<file path="src/rtl/score_accumulator.sv">
// Queues coin and distance score requests and folds them into a 6-digit BCD score, one digit per cycle.
// Latency: a request sampled at edge T is granted at T+1 and committed at T+7; one add per 7 cycles.
// No backpressure: pending coins saturate (extra pulses dropped), a second distance tick while one is pending is dropped.
// Optional high-score tracking is built only when SCORE_HIGH_EN is defined; otherwise high_bcd is tied to zero.
module score_accumulator #(
  parameter int COIN_POINTS = 50,
  parameter int PEND_W      = 3
) (
  input  logic        clock,
  input  logic        reset,
  input  logic        clear,
  input  logic        game_active,
  input  logic        frame_done,
  input  logic [3:0]  speed,
  input  logic        coin_collected,
  output logic [23:0] score_bcd,
  output logic [23:0] high_bcd,
  output logic        busy,
  output logic        overflow
);

  // A coin worth more than two BCD digits cannot be represented by the addend.
  if ((COIN_POINTS < 0) || (COIN_POINTS > 99)) begin : g_bad_coin_points
    $error("score_accumulator: COIN_POINTS must be in 0..99");
  end

  localparam logic [3:0]        COIN_TENS = 4'(COIN_POINTS / 10);
  localparam logic [3:0]        COIN_ONES = 4'(COIN_POINTS % 10);
  localparam logic [PEND_W-1:0] PEND_MAX  = {PEND_W{1'b1}};

  typedef enum logic {IDLE, ADD} state_t;

  state_t            state, state_nxt;
  logic [PEND_W-1:0] coin_pend;
  logic              dist_req;
  logic [7:0]        dist_amt;
  logic [7:0]        add_amt;
  logic [23:0]       work, work_nxt;
  logic [2:0]        dig_idx;
  logic              carry, carry_nxt;
  logic [23:0]       score_q;
  logic              overflow_q;

  logic              capture, coin_inc, dist_set;
  logic              grant_coin, grant_dist, discard, last_dig;
  logic              commit_vld;
  logic [23:0]       commit_val;
  logic [7:0]        speed_bcd;
  logic [3:0]        cur_dig, add_dig, new_dig;
  logic [4:0]        dig_sum;

  assign capture    = game_active & ~clear;
  assign coin_inc   = capture & coin_collected & (coin_pend != PEND_MAX);
  assign dist_set   = capture & frame_done & (speed != 4'd0) & ~dist_req;
  assign grant_coin = (state == IDLE) & ~overflow_q & (coin_pend != '0);
  assign grant_dist = (state == IDLE) & ~overflow_q & (coin_pend == '0) & dist_req;
  assign discard    = (state == IDLE) & overflow_q;
  assign last_dig   = (state == ADD) & (dig_idx == 3'd5);
  assign commit_vld = last_dig & ~clear;
  assign commit_val = carry_nxt ? 24'h999999 : work_nxt;

  assign score_bcd = score_q;
  assign overflow  = overflow_q;
  assign busy      = (state == ADD) | (coin_pend != '0) | dist_req;

  // Binary speed (0..15) converted to a two-digit BCD addend.
  always_comb begin
    speed_bcd = {4'd0, speed};
    if (speed >= 4'd10) speed_bcd = {4'd1, speed - 4'd10};
  end

  // One BCD digit of the serial add: select digit, add with carry, write back.
  always_comb begin
    cur_dig = 4'd0;
    for (int i = 0; i < 6; i++) begin
      if (dig_idx == 3'(i)) cur_dig = work[i*4 +: 4];
    end
    add_dig = 4'd0;
    if (dig_idx == 3'd0) add_dig = add_amt[3:0];
    if (dig_idx == 3'd1) add_dig = add_amt[7:4];
    dig_sum   = 5'(cur_dig) + 5'(add_dig) + 5'(carry);
    carry_nxt = 1'b0;
    new_dig   = dig_sum[3:0];
    if (dig_sum > 5'd9) begin
      carry_nxt = 1'b1;
      new_dig   = 4'(dig_sum - 5'd10);
    end
    work_nxt = work;
    for (int i = 0; i < 6; i++) begin
      if (dig_idx == 3'(i)) work_nxt[i*4 +: 4] = new_dig;
    end
  end

  // State register.
  always_ff @(posedge clock or posedge reset) begin
    if (reset) state <= IDLE;
    else       state <= state_nxt;
  end

  // Next state: leave IDLE when any request is pending, return after digit 5; clear aborts.
  always_comb begin
    state_nxt = state;
    case (state)
      IDLE: if (!overflow_q && ((coin_pend != '0) || dist_req)) state_nxt = ADD;
      ADD:  if (dig_idx == 3'd5) state_nxt = IDLE;
      default: state_nxt = IDLE;
    endcase
    if (clear) state_nxt = IDLE;
  end

  // Request queues, serial-add datapath and score commit.
  always_ff @(posedge clock or posedge reset) begin
    if (reset) begin
      coin_pend  <= '0;
      dist_req   <= 1'b0;
      dist_amt   <= 8'h00;
      add_amt    <= 8'h00;
      work       <= 24'h0;
      dig_idx    <= 3'd0;
      carry      <= 1'b0;
      score_q    <= 24'h0;
      overflow_q <= 1'b0;
    end else if (clear) begin
      coin_pend  <= '0;
      dist_req   <= 1'b0;
      work       <= 24'h0;
      dig_idx    <= 3'd0;
      carry      <= 1'b0;
      score_q    <= 24'h0;
      overflow_q <= 1'b0;
    end else begin
      // Increment and grant on the same edge cancel out.
      if (discard)                    coin_pend <= '0;
      else if (coin_inc && !grant_coin) coin_pend <= coin_pend + 1'b1;
      else if (!coin_inc && grant_coin) coin_pend <= coin_pend - 1'b1;

      if (discard || grant_dist) begin
        dist_req <= 1'b0;
      end else if (dist_set) begin
        dist_req <= 1'b1;
        dist_amt <= speed_bcd;
      end

      if (grant_coin || grant_dist) begin
        work    <= score_q;
        add_amt <= grant_coin ? {COIN_TENS, COIN_ONES} : dist_amt;
        dig_idx <= 3'd0;
        carry   <= 1'b0;
      end else if (state == ADD) begin
        work    <= work_nxt;
        carry   <= carry_nxt;
        dig_idx <= dig_idx + 3'd1;
      end

      if (commit_vld) begin
        score_q <= commit_val;
        if (carry_nxt) overflow_q <= 1'b1;
      end
    end
  end

`ifdef SCORE_HIGH_EN
  logic [23:0] high_q;

  // Best committed score; survives clear, only reset zeroes it.
  always_ff @(posedge clock or posedge reset) begin
    if (reset)                                 high_q <= 24'h0;
    else if (commit_vld && (commit_val > high_q)) high_q <= commit_val;
  end

  assign high_bcd = high_q;
`else
  assign high_bcd = 24'h0;
`endif

endmodule

</file>
<file path="config.mk">
export PLATFORM = sky130hd
export DESIGN_NAME = score_accumulator
export DESIGN_NICKNAME = d
export VERILOG_FILES = /design/src/rtl/score_accumulator.sv
export SDC_FILE = /design/constraint.sdc
export NUM_CORES = 1
export LEC_CHECK = 0
export BUFFER_PORTS_ARGS = -buffer_cell sky130_fd_sc_hd__buf_2
export CAP_MARGIN = 20
export CORE_MARGIN = 2
export CORE_UTILIZATION = 58
export CTS_CLUSTER_SIZE = 14
export DETAILED_ROUTE_END_ITERATION = 12
export PLACE_DENSITY = 0.81
export SLEW_MARGIN = 30
export SYNTH_ARGS = -nofsm -noshare
export SYNTH_HDL_FRONTEND = slang
export SYNTH_SLANG_ARGS = --single-unit
</file>
<file path="constraint.sdc">
create_clock -name clock -period 5.5 [get_ports clock]
set_input_delay 0.55 -clock clock [delete_from_list [all_inputs] [get_ports clock]]
set_output_delay 0.55 -clock clock [all_outputs]
set_load 0.02 [all_outputs]
</file>
After elaboration in Yosys (flattened, before gate mapping)
Cells that the tools add are included.

Word-level logic and storage cells: 110. Bits of input ports: 10. Bits in registers: 74.

Mux-type cells: 44. Equal/unequal tests: 6. Reduce and logical (&&, ||, !) cells: 21. Order comparisons: 2. Bitwise gates (word level): 20. $add $sub $neg: 7.

Operators with widths (count): 24-bit two-way mux (6); 4-bit two-way mux (15); 3-bit two-way mux (7); 1-bit bitwise AND (13); 1-bit two-way mux (13); 3-bit nonzero test (3); 8-bit two-way mux (1); 4-bit nonzero test (2); 4-bit subtractor, second input constant (2); 3-bit by 1-bit adder with 3-bit output, second input constant (2); 3-bit by 2-bit == test with 1-bit output, second input constant (2); 3-bit == test, second input constant (2); 3-bit zero test (2); 4-bit by 4-bit adder with 5-bit output (1); 5-bit by 1-bit adder with 5-bit output (1); 5-bit by 4-bit > comparator with 1-bit output, second input constant (1); 5-bit two-way mux (1); 1-bit inverter (5); 4-bit >= comparator, second input constant (1); 2-bit AND reduction (2); 2-bit nonzero test (2); 3-bit by 1-bit == test with 1-bit output, second input constant (1); 1-bit logical AND (3); 1-bit zero test (3); other kinds (6) (9).

Longest topological paths before layout
Word-level depth: 15. Gate-level depth with buffers: 18.

Worst setup path after synthesis
OpenSTA, ideal clock, no wires.

Path type: register to register. Start point: register dig_idx[1]. End point: register score_q[10], in the netlist score_bcd[10]. Required time: 5.379 ns. Slack: 1.453 ns. Setup time: 0.121 ns. Cell stages (with the launch flop): 19. Arrival: 3.926 ns. Period minus slack after synthesis: 4.047 ns. Cell sequence: dfrtp_1 > inv_1 > ha_1 > clkbuf_1 > buf_1 > a21oi_1 > nor2_1 > a221o_1 > o21ai_0 > fa_1 > fa_1 > xnor2_2 > inv_2 > ha_1 > nand2_1 > inv_1 > o41ai_4 > nor2_4 > a22o_1.

Cells in the longest elaborated chain, start to end: 15.

RTL lines: from (decl) (line 39) `logic [2:0] dig_idx;`; from (signal assigned) (line 152) `dig_idx <= dig_idx + 3'd1;`; 3-bit zero test (line 76, 79); 4-bit two-way mux (6 in a row) (line 76) `if (dig_idx == 3'(i)) cur_dig = work[i*4 +: 4];`; 4-bit by 4-bit adder with 5-bit output (line 81) `dig_sum = 5'(cur_dig) + 5'(add_dig) + 5'(carry);`; 5-bit by 1-bit adder with 5-bit output (line 81); 4-bit subtractor or 5-bit by 4-bit > comparator with 1-bit output (tied branches) (line 86, 84); 4-bit two-way mux (line 84) `if (dig_sum > 5'd9) begin`; 4-bit two-way mux (line 90) `if (dig_idx == 3'(i)) work_nxt[i*4 +: 4] = new_dig;`; 24-bit two-way mux (line 60) `assign commit_val = carry_nxt ? 24'h999999 : work_nxt;`; 24-bit two-way mux (line 155) `if (commit_vld) begin`; 24-bit two-way mux (line 123) `end else if (clear) begin`; to (signal assigned) (line 156) `score_q <= commit_val;`; to (decl) (line 41) `logic [23:0] score_q;`.

Parallel ways exist; a longest one is shown, timed or not. The select of a mux whose other input is x is not followed. A chain may end at the register's enable or synchronous reset.

Worst setup path in the final report
Start point: register dig_idx[2]. End point: register score_q[19], in the netlist score_bcd[19].

Same word-level chain as after synthesis.

==> impl_summary.md <==
Synth
The commonest cells after synthesis are 70 x sky130_fd_sc_hd__nand2_1, 69 x sky130_fd_sc_hd__dfrtp_1, 41 x sky130_fd_sc_hd__nor2_1, 37 x sky130_fd_sc_hd__o21ai_0, 35 x sky130_fd_sc_hd__a21oi_1. The area share of the leading cell type in the synthesized netlist is 0.409. The most frequently used cell type in the post-synthesis netlist is sky130_fd_sc_hd__nand2_1. By area, the combinational part of the netlist is dominated by compound AO/OA/AOI/OAI gates. The share of synthesized registers carrying an async set or reset is 1.00. Of the post-synthesis cell area, the part taken by muxes is 0.0204. sky130_fd_sc_hd__dfrtp_1 takes more of the synthesized area than any other cell. The number of distinct library cells after synthesis is 62. The Yosys step of the flow raised 0 warnings. The number of flip-flops and latches in the synthesized netlist is 69.

Of the total synthesized cell area, the portion taken by XOR and XNOR cells is 0.0101. Counting flops with a built-in enable in the synthesized netlist gives 0. Yosys attributes the largest share of cell area to sky130_fd_sc_hd__dfrtp_1 41%, sky130_fd_sc_hd__nand2_1 6.2%, sky130_fd_sc_hd__o21ai_0 4.4%. The synthesized-area fraction occupied by ao, oa, aoi and oai cells came to 0.238.

For this run, the leading register cell type out of synthesis is sky130_fd_sc_hd__dfrtp_1. The share of synthesized cell area in and, or, nand and nor gates is 0.197. The adder and majority cell fraction of the synthesized area is 0.0468. The area of the mapped netlist is roughly 4200 um2.

Synthesis produced a netlist whose cell count is between 400 and 500. The fraction of the yosys area taken by sequential cells is 0.409. Dividing the synthesized area by the synthesized cell count gives around 8.6 um2.

Die
The full die area is 7980 um2. The die is 89.4 um tall. Row generation in the floorplan step produced 31 rows. For this configuration, the core starts out at a cell density of 0.592. For this design the top-level I/O count stands at 60.

The total core area is 7140 um2. The width of the die is 89.4 um.

Layout
Of the cells placed in the final design, the portion with a size suffix greater than 1 is 0.141. For this run, the number of standard cells in the final layout without fillers is 623. The net count reported at finish is roughly 540. The area used by multi-input combinational logic is 2270 um2. The area growth from synthesis to layout is 9.59%. Counting the fill cells in the layout gives 622. The diode insertion count for antenna repair is 0. In the final layout, flip-flops and latches occupy 1730 um2.

Global route
The total grt overflow is 0. Entering global routing, the biggest net connects 70 pins. The initial antenna violation count is 0. The first global-routing pass estimated 19000 um of wire. The number of global-route vias before repair is 3757. For this run, the total global-route usage over all layers was measured as 0.316.

Routing
The final routed wire length divided by cell count is roughly 19 um. Summed over all nets, wire length on met3 after detailed routing comes to 984 um. In this run the remaining antenna-violating nets after routing total 0. The pre-antenna-repair detailed-routing pass consisted of 5 iterations.

The mean number of vias per cell is 6.24. Wire segments on met2 add up to 5420 um in the final route. The detailed router placed roughly 3.9k vias in this run. For this run, design rule violations remaining after detail routing come to 0. The number of DRC markers after the initial detailed-route iteration is 375. The detailed router put a total of about 5000 um of wire on met1. The highest metal layer carrying signal wires in the routed design is met4.

The total length of routed wires is 11700 um.

Placement
The number of placed instances, taps included, is between 600 and 700. The placed wire-length estimate after detailed placement is 8010 um. Before CTS, the worst setup slack after placement is around 640 ps. During placement, the flow inserted port buffers numbering 35. The congestion estimate from routability-driven global placement came to 0.896.

STA
The number of pins exceeding their max-slew limit in the final report is 0. The slew at the pin closest to its max-slew limit is 1030 ps. Setup violations remaining at the end of the flow were counted as 0. The final worst-path cycle share is 0.909. The final critical-path required period is 5000 ps. Once routing completed, OpenROAD measured the worst setup slack at 502 ps. Between clock sinks in the finished design, the worst skew comes to 9.18 ps. In this run the tightest slew margin relative to its limit is 0.307. The setup TNS is 0 ps.

The timing-limited maximum frequency is 0.200 GHz. Setup repair after global routing left no endpoint under its margin. The final count of hold timing violations is 0.

Critical path
The required time at the endpoint of the critical path is 5760 ps. The critical path is of the reg -> reg type. The critical path startpoint category is a flip-flop. The worst path arrival time is about 5300 ps.

The biggest fanout along the worst timing path is 15. The worst setup path is captured at a flip-flop.

Clock tree
TritonCTS built the clock tree. Clock-pin slew was measured on the worst setup and hold paths at 80 ps. For the worst-skew pair, the clock arrives at the later sink with an insertion delay of 340 ps. The clock drives 69 sinks.

The hold buffer count at CTS is 0. The number of CTS-inserted buffers is 9. The maximum buffer depth of the clock tree is 2. The H-tree depth reported by CTS is 3.

Buffers added to address setup during post-CTS repair amount to 0. The master cell of the clock root buffer is sky130_fd_sc_hd__clkbuf_8. The count of instances resized after the clock tree is built is 0.

Power
The sequential power share is 0.267. The internal power of the cells totals ~0.0012 W. The combinational share of power is 0.527. Power spread over the standard cell area amounts to ~510 nW/um2. The maximum resistive drop on vdd is between 0.3 and 0.4 mV. The clock network power share is 0.206. Of the total power, the share spent switching nets is 0.481. Summed over all nets, the switching power comes to ~0.0011 W. The leakage component of the power is 2.14 nW.

Worst hold path
The type of the most critical hold path is in -> async.

Run status
The run finished with clean final reports.

Job
The max-cap violation count is 0.
-- routing by layer --
metal / up-vias / GRT usage
li1: 1775 / -
met1: 1841 / 0.434
met2: 238 / 0.486
met3: 33 / 0.0536
met4: 0 / 0.149
met5: - / 0
-- cell usage in the layout (no fill, tap or decap), types with 5 or more instances in the layout --
| cell type | instances |
|---|---|
| sky130_fd_sc_hd__a21oi_1 | 35 |
| sky130_fd_sc_hd__a22o_1 | 9 |
| sky130_fd_sc_hd__a22oi_1 | 5 |
| sky130_fd_sc_hd__a31oi_1 | 14 |
| sky130_fd_sc_hd__and3_1 | 8 |
| sky130_fd_sc_hd__buf_2 | 35 |
| sky130_fd_sc_hd__clkbuf_8 | 11 |
| sky130_fd_sc_hd__conb_1 | 24 |
| sky130_fd_sc_hd__dfrtp_1 | 69 |
| sky130_fd_sc_hd__ha_1 | 11 |
| sky130_fd_sc_hd__inv_1 | 15 |
| sky130_fd_sc_hd__mux2_2 | 5 |
| sky130_fd_sc_hd__nand2_1 | 70 |
| sky130_fd_sc_hd__nand2b_1 | 6 |
| sky130_fd_sc_hd__nand3_1 | 20 |
| sky130_fd_sc_hd__nor2_1 | 40 |
| sky130_fd_sc_hd__nor3_1 | 9 |
| sky130_fd_sc_hd__o211ai_1 | 14 |
| sky130_fd_sc_hd__o21ai_0 | 37 |
| sky130_fd_sc_hd__o22ai_1 | 7 |
-- metrics by stage --
step	util	hold WS (ps)	power, W	area (um2)
floorplan	-	430	0.00152	4310
global placement	0.614	449	0.00182	4380
detailed placement	0.614	461	0.00186	4380
CTS	0.647	458	0.00235	4620
global route	0.649	420	0.00251	4630
finish	0.649	337	0.00238	4630
-- critical path, stage by stage (launching register included) --
cell and delay (ps):
sky130_fd_sc_hd__dfrtp_1 540, sky130_fd_sc_hd__clkinv_1 240, sky130_fd_sc_hd__ha_1 460, sky130_fd_sc_hd__inv_1 250, sky130_fd_sc_hd__nor2_1 310, sky130_fd_sc_hd__a221o_1 190, sky130_fd_sc_hd__o21ai_0 100, sky130_fd_sc_hd__fa_1 460
sky130_fd_sc_hd__fa_1 460, sky130_fd_sc_hd__xnor2_2 280, sky130_fd_sc_hd__inv_2 100, sky130_fd_sc_hd__ha_1 260, sky130_fd_sc_hd__nand2_1 130, sky130_fd_sc_hd__inv_1 100, sky130_fd_sc_hd__o41ai_4 550, sky130_fd_sc_hd__buf_4 250
sky130_fd_sc_hd__nand2_1 90, sky130_fd_sc_hd__o211ai_1 130
-- cells by family (layout without fill, tap and decap cells) --
| logic type | after synthesis | in the layout |
|---|---|---|
| buffers and inverters | 64 | 73 |
| AND/OR/NAND/NOR | 179 | 179 |
| AO/OA/AOI/OAI | 153 | 153 |
| other | 1 | 24 |
| XOR/XNOR | 4 | 4 |
| adder cells (fa/ha/maj) | 14 | 14 |
| multiplexers | 8 | 8 |
| flip-flops | 69 | 69 |
-- layout make-up --
cell class                      count  area share
Multi-Input combinational cell    382       0.490
Sequential cell                    69       0.373
Timing Repair Buffer               39      0.0451
Clock buffer                       11      0.0327
Tap cell                           99      0.0267
Clock inverter                      5      0.0178
Inverter                           18      0.0146
-- power groups by stage --
stage | sequential (W) | combinational [W] | clock, W
finish | 0.000635 | 0.00125 | 0.000489
global route | 0.000644 | 0.00136 | 0.000509
CTS | 0.000633 | 0.00122 | 0.000490
detailed placement | 0.000643 | 0.00121 | 0
global placement | 0.000637 | 0.00119 | 0
floorplan | 0.000607 | 0.000914 | 0
-- worst paths after layout --
check	start	end	slack [ps]	depth (start not counted)
max	dig_idx[2]	score_bcd[19]	500	17
min	reset	score_bcd[23]	340	3
max reg2reg	dig_idx[2]	score_bcd[19]	500	17
min reg2reg	add_amt[3]	add_amt[3]	470	2
max in group asynchronous	reset	work[15]	4690	3
min in group clock	speed[0]	dist_amt[0]	470	2
-- state kept, by name (all words and copies together), names as in the netlist --
register / flops
score_bcd: 24
dist_req: 1
add_amt: 6
carry: 1
coin_pend: 3
dist_amt: 5
state: 1
work: 24
overflow: 1
dig_idx: 3
No activity file was read; power rests on OpenSTA's default activity.
